===== src/rtl/timing_control.sv =====
// Sequence counter, opcode decode and execute-strobe generator for the basic computer.
// Steps instructions through T0..T6 and drives PC, AC and E-flag strobes plus run/halt.
module timing_control (
    input  logic        clk,
    input  logic        reset,
    input  logic        start,
    input  logic [15:0] ir,
    input  logic        ac_zero,
    input  logic        ac_sign,
    input  logic        e_in,
    input  logic        dr_zero,
    output logic [7:0]  sc_t,
    output logic [7:0]  d,
    output logic        i_flag,
    output logic        run,
    output logic        pc_inc,
    output logic        ac_ld,
    output logic [2:0]  ac_op,
    output logic        e_ld,
    output logic        e_clr,
    output logic [1:0]  e_sel
);

    logic [2:0] sc;
    logic [2:0] sc_next;
    logic       run_next;
    logic       sc_clr;
    logic       halt;
    logic       rr;
    logic       skip;

    // One-hot expansion of a 3-bit index.
    function automatic logic [7:0] onehot3(input logic [2:0] idx);
        logic [7:0] v;
        v = 8'h00;
        v[idx] = 1'b1;
        return v;
    endfunction

    // Sequence counter and run flag.
    always_ff @(posedge clk or posedge reset) begin
        if (reset) begin
            sc  <= 3'd0;
            run <= 1'b1;
        end else begin
            sc  <= sc_next;
            run <= run_next;
        end
    end

    // Opcode and indirect bit are captured on the edge that ends T2.
    always_ff @(posedge clk or posedge reset) begin
        if (reset) begin
            d      <= 8'h00;
            i_flag <= 1'b0;
        end else if (sc_t[2]) begin
            d      <= onehot3(ir[14:12]);
            i_flag <= ir[15];
        end else begin
            d      <= d;
            i_flag <= i_flag;
        end
    end

    // Next counter value and run state; start overrides a same-cycle HLT.
    always_comb begin
        sc_next  = 3'd0;
        run_next = run;
        if (!run) begin
            sc_next  = 3'd0;
            run_next = start;
        end else begin
            sc_next  = sc_clr ? 3'd0 : sc + 3'd1;
            run_next = start | ~halt;
        end
    end

    // Timing decode and instruction-end detection.
    always_comb begin
        sc_t   = run ? onehot3(sc) : 8'h00;
        rr     = d[7] & ~i_flag & sc_t[3];
        sc_clr = (sc_t[5] & (d[0] | d[1] | d[2] | d[5]))
               | (sc_t[4] & (d[3] | d[4]))
               | (sc_t[6] & d[6])
               | (sc_t[3] & d[7]);
        halt   = rr & ir[0];
        skip   = (ir[4] & ~ac_sign) | (ir[3] & ac_sign)
               | (ir[2] & ac_zero) | (ir[1] & ~e_in);
    end

    // Execute strobes; all are gated through sc_t so they vanish while halted.
    always_comb begin
        pc_inc = sc_t[1] | (sc_t[6] & d[6] & dr_zero) | (rr & skip);
        ac_ld  = (sc_t[5] & (d[0] | d[1] | d[2]))
               | (rr & (ir[11] | ir[9] | ir[7] | ir[6] | ir[5]));
        e_ld   = (sc_t[5] & d[1]) | (rr & (ir[10] | ir[8] | ir[7] | ir[6]));
        e_clr  = rr & ir[10];

        if (sc_t[5] & d[1]) begin
            ac_op = 3'd1;
        end else if (sc_t[5] & d[2]) begin
            ac_op = 3'd2;
        end else if (rr & ir[11]) begin
            ac_op = 3'd3;
        end else if (rr & ir[9]) begin
            ac_op = 3'd4;
        end else if (rr & ir[7]) begin
            ac_op = 3'd5;
        end else if (rr & ir[6]) begin
            ac_op = 3'd6;
        end else if (rr & ir[5]) begin
            ac_op = 3'd7;
        end else begin
            ac_op = 3'd0;
        end

        // Rotates take E from the bit shifted out; they beat complement.
        if (rr & ir[7]) begin
            e_sel = 2'd2;
        end else if (rr & ir[6]) begin
            e_sel = 2'd3;
        end else if (rr & ir[8]) begin
            e_sel = 2'd1;
        end else begin
            e_sel = 2'd0;
        end
    end

endmodule

===== config.mk =====
export PLATFORM = sky130hd
export DESIGN_NAME = timing_control
export DESIGN_NICKNAME = d
export VERILOG_FILES = /design/src/rtl/timing_control.sv
export SDC_FILE = /design/constraint.sdc
export NUM_CORES = 1
export LEC_CHECK = 0
export ABC_AREA = 1
export ABC_CLOCK_PERIOD_IN_PS = 1700
export BUFFER_PORTS_ARGS = -buffer_cell sky130_fd_sc_hd__buf_2
export CAP_MARGIN = 20
export CORE_AREA = 2 2 49 51
export CTS_CLUSTER_SIZE = 10
export DETAILED_ROUTE_END_ITERATION = 12
export DIE_AREA = 0 0 51 53
export GPL_ROUTABILITY_DRIVEN = 0
export GPL_TIMING_DRIVEN = 0
export PLACE_DENSITY = 0.87
export SYNTH_ARGS = -nofsm -noshare
export SYNTH_HDL_FRONTEND = slang
export SYNTH_SLANG_ARGS = --single-unit

===== constraint.sdc =====
create_clock -name clk -period 1.7 [get_ports clk]
set_input_delay 0.085 -clock clk [delete_from_list [all_inputs] [get_ports clk]]
set_output_delay 0.085 -clock clk [all_outputs]
set_load 0.01 [all_outputs]

# ---- After elaboration in Yosys (flattened, before gate mapping)
# Cells that the tools add are included.
dict set report word_totals {
  elab_cells 80
  regBits 13
  in_bits 23
}
dict set report op_classes {
  magnitude_cmp 4
  addsub 1
  n_reduce_logical 2
  bitwise 51
  muxes 18
}
# operator count
set ops {}
lappend ops {{$mux 3} 9}
lappend ops {{$and 1x1->1} 25}
lappend ops {{$or 1x1->1} 22}
lappend ops {{$lt 3x4->1 const B} 2}
lappend ops {{$mux 8} 1}
lappend ops {{$demux 1 s3} 2}
lappend ops {{$ge 3x1->1 const B} 2}
lappend ops {{$mux 1} 4}
lappend ops {{$mux 2} 2}
lappend ops {{$not 1->1} 4}
lappend ops {{$add 3x1->3 const B} 1}
lappend ops {{$logic_and 1x1->1} 2}

# ---- Logic depth before layout (Yosys ltp)
dict set report depth {
  depth_word 14
  ltp_mapped 8
}

# ---- Worst setup path after synthesis
# OpenSTA, ideal clock, no wires.
dict set report synth_path {
  path_type {flip-flop to output port}
  start {register run}
  end {output port ac_op[1]}
  required_ns 1.615
  path_slack_ns 0.316
  path_buffers 0
  stages_incl_launch_ff 7
  arrival_ns 1.299
  path_cell_list {dfstp_2 -> nand2_2 -> nor2_2 -> nand2_1 -> nand2_1 -> inv_1 -> a21oi_2}
}
# element line
set synth_lines {}
lappend synth_lines {{start: declaration} 15} ;# output logic run,
lappend synth_lines {{start signal: assignment} 47} ;# run <= run_next;
lappend synth_lines {{$mux 8 *} 80} ;# sc_t = run ? onehot3(sc) : 8'h00;
lappend synth_lines {{via sc_t[5]} 12} ;# output logic [7:0] sc_t,
lappend synth_lines {{$and 1x1->1} 101} ;# end else if (sc_t[5] & d[2]) begin
lappend synth_lines {{$mux 3} 101}
lappend synth_lines {{$mux 3 *} 99} ;# if (sc_t[5] & d[1]) begin
lappend synth_lines {{end: declaration} 18} ;# output logic [2:0] ac_op,
# Mark *: on every way through the listed nets, which the timed path passes. The rest lies on a longest branch.

# ---- Worst setup path after layout
dict set report layout_path {
  start {register run}
  end {output port ac_op[1]}
}
dict set report layout_between {
  elab_chain_len 10
}
# element line
set layout_rtl {}
lappend layout_rtl {{$mux 8 *} 80}
lappend layout_rtl {{$and 1x1->1} 81} ;# rr = d[7] & ~i_flag & sc_t[3];
lappend layout_rtl {{$and 1x1->1} 111} ;# end else if (rr & ir[5]) begin
lappend layout_rtl {{$mux 3} 111}
lappend layout_rtl {{$mux 3} 109} ;# end else if (rr & ir[6]) begin
lappend layout_rtl {{$mux 3} 107} ;# end else if (rr & ir[7]) begin
lappend layout_rtl {{$mux 3} 105} ;# end else if (rr & ir[9]) begin
lappend layout_rtl {{$mux 3} 103} ;# end else if (rr & ir[11]) begin
lappend layout_rtl {{$mux 3} 101}
lappend layout_rtl {{$mux 3 *} 99}
# Mark *: on every way between the ends. The rest lies on a longest branch, timed or not.

==> summary.md <==
| Metric | Value |
|---|---|
| Syn Area/Cell | approximately 7 µm² |
| Commonest cells post-synth | 23 x nand2_1, 21 x inv_1, 17 x nor2_1 |
| Fin cells | around 220 |
| Initial antenna violation count | 0 |
| Clock tree buffer depth | 2 |
| Most numerous cell in the Yosys netlist | nand2_1 |
| HPWL Detailed | between 1500 and 2000 µm |
| Final wirelength | about 2400 µm |
| Port buffer count | 49 |
| Final min period | between 1500 and 2000 ps |
| Width of the die | about 51 µm |
| Share of the synthesized area in the top cell type | ~33% |
| Detailed-route via count | ~1000 |
| Grt ovf | 0 |
| Leak pwr | roughly 0.79 nW |
| Antenna Cells | 0 |
| Final antenna-violating net count | 0 |
| Later-pin clock latency in the skew report | about 280 ps |
| Pre-Repair DR Iteration Count | 4 |
| DR vias/cell | between 4 and 5 |
| Synth area leaders | dfrtp_1 33%, nand2_1 9.6%, inv_1 8.8%, nor2_1 7.1%, nand4_1 6.3% |
| Post-synthesis cell type count | 26 |
| Main synth FF type | dfrtp_1 |
| H-tree level count | 1 |
| Status | finished clean |
| CP Cell Sequence | nand2_4, nor2_8, nand2_4, nor2_4, nand2_1, a21oi_2, buf_2 |
| Clock tree from TritonCTS | built |
| Worst EP required | ~1600 ps |
| Vias in the first global route | between 900 and 1000 |
| Post-placement cell count | between 200 and 250 |
| Max Fclk | roughly 600 MHz |
| Die area | 2700 µm² |
| Period utilization | between 90 and 100% |
| DP Area | approximately 1200 µm² |
| Clock transition at path regs | roughly 80 ps |
| Synthesized Nets | ~150 |
| Final Util | 61.2% |
| Area Overhead vs Synth | 46.4% |
| RSZ-0062 raised after global routing | true |
| Final total power | ~0.002 W |
| Startpoint types | flip-flop |
| Max-cap violations | 0 |
| Area leader, netlist | dfrtp_1 |
| Post-synthesis register bit count | 13 |
| Worst-Margin Slew | between 400 and 500 ps |
| CP max stage cell | dfstp_2 |
| I/O pin count | 50 |
| Nets | around 210 |
| Share of cells above drive strength 1 | between 40% and 50% |
| Syn Inst Count | around 130 |
| Sequential fraction of the synthesis area | a little over a third |
| DR WL/cell | about 11 µm |
| Post-synth ARST share | 100% |
| Clock buffer count from CTS | 3 |
| Root Buffer Master | clkbuf_4 |
| Initial drt markers | 11 |
| DIE HEIGHT | 53 µm |
| Clock Sinks | 13 |
| Slew headroom | a little under 70% |
| Setup TNS Final | 0 ps |
| HP Class | primary input to flip-flop |
| DR DRC count | 0 |
| Final Hold Fails | 0 |
| Data arrival, critical path | approximately 1600 ps |
| Initial core utilization | a little over two fifths |
| Top Family by Delay on Critical Path | flip-flops |
| Mapped Area | 898 µm² |
| WS Path Type | flip-flop to primary output |
| Final setup fails | 0 |
| Final Cell Area | roughly 1300 µm² |
| EDFF count, synth | 0 |
| Max Slew Vio Count | 0 |
| Core area | 2150 µm² |
| Crit-path most repeated cell | nand2_4 |
| Crit path capture type | primary output |
| Largest stage delay, worst path | approximately 580 ps |
| Worst path bufs/invs | 1 |
| First-pass GRT wire length | 3860 µm |
| Largest net degree at the start of global routing | 14 |
| Syn. warnings | 0 |
| Worst IR Drop VDD | just over 0.0009 V |
| Overall Global Routing Usage | between 15 and 20% |
| Worst clock skew | 3.49 ps |
| Cell Rows | 17 |
| Crit Path Max Fanout | 5 |
| Pwr/cell area | approximately 1500 nW/µm² |
through the flow:
step                hold slack (ps)  setup slack [ps]
detailed placement              130               210
global route                   48.2              -108
CTS                            38.6             -8.92
global placement                119               247
finish                         31.2              5.44
floorplan                     -38.8               316
flip-flops by register name (all words and copies together), names as in the netlist:
| signal | count |
|---|---|
| i_flag | 1 |
| run | 1 |
| d | 8 |
| sc | 3 |
final cells by class:
type / count / area, µm²
buffer: 1 / 11.3
multi-input combinational: 86 / 494
timing repair buffer: 58 / 324
sequential: 13 / 327
clock buffer: 3 / 22.5
tap: 28 / 35.0
inverter: 25 / 96.3
fill: 205 / 833
clock inverter: 1 / 5.00
worst register-to-register path, cell delays in order (launching register included):
cell and delay, ps:
dfstp_2 580, inv_2 60, nor2_4 130, inv_4 70, nor2_4 180, buf_6 150, buf_4 110, nand4_1 90
nand2_1 70
final timing paths:
check | start | endpoint | slack, ps | cells past startpoint
min | ir[15] | i_flag | 30 | 3
min in group asynchronous | reset | sc[1] | 350 | 3
max reg2reg | run | d[5] | 210 | 8
max | run | ac_op[1] | 5 | 7
max in group asynchronous | reset | run | 1000 | 3
min reg2reg | d[3] | d[3] | 570 | 2
report_power, final:
group / total, W / switching, W / internal (W)
logic: 0.00119 / 0.000692 / 0.000494
clock network: 0.000190 / 0.000102 / 0.0000874
registers: 0.000588 / 0.000139 / 0.000449
total: 0.00196 / 0.000933 / 0.00103
placed cells by master (no fill, tap or decap), types with 2 or more instances in the layout:
cell            n
buf_2          48
nand2_1        23
inv_1          21
nor2_1         16
dfrtp_1        12
o21ai_0        11
nand4_1         9
buf_4           7
nor2_4          4
inv_2           3
nand2_4         3
nand3_1         3
clkbuf_4        3
buf_6           2
nand3b_1        2
a21oi_1         2
o211ai_1        2
dlygate4sd3_1   2
layer usage:
layer / routed length, µm / up-vias / track usage, %
met5: 0 / - / 0
met4: 68 / 0 / 12.2
li1: - / 527 / -
met1: 994 / 455 / 21.6
met2: 1160 / 46 / 34.0
met3: 221 / 7 / 2.82
cells by family after synthesis:
| group | count (synthesis) | synth area share [%] |
|---|---|---|
| and+or+nand+nor | 64 | 36.4 |
| buffers and inverters | 26 | 11.7 |
| AOI/OAI and AO/OA | 20 | 13.2 |
| DFF | 13 | 36.4 |
| xor gates and xnor gates | 1 | 0.975 |
| adders and majority gates | 1 | 1.39 |
what timing repair did:
item | in CTS | in global routing
hold buffers | 2 | 0
buffers inserted | 2 | 5
endpoints found under the hold margin | 13 | 0
cloned | 0 | 0
endpoints found under the setup margin | 4 | 6
gates resized for setup | 3 | 5
pin swaps | 1 | 2
No activity file was read; power rests on OpenSTA's default activity.
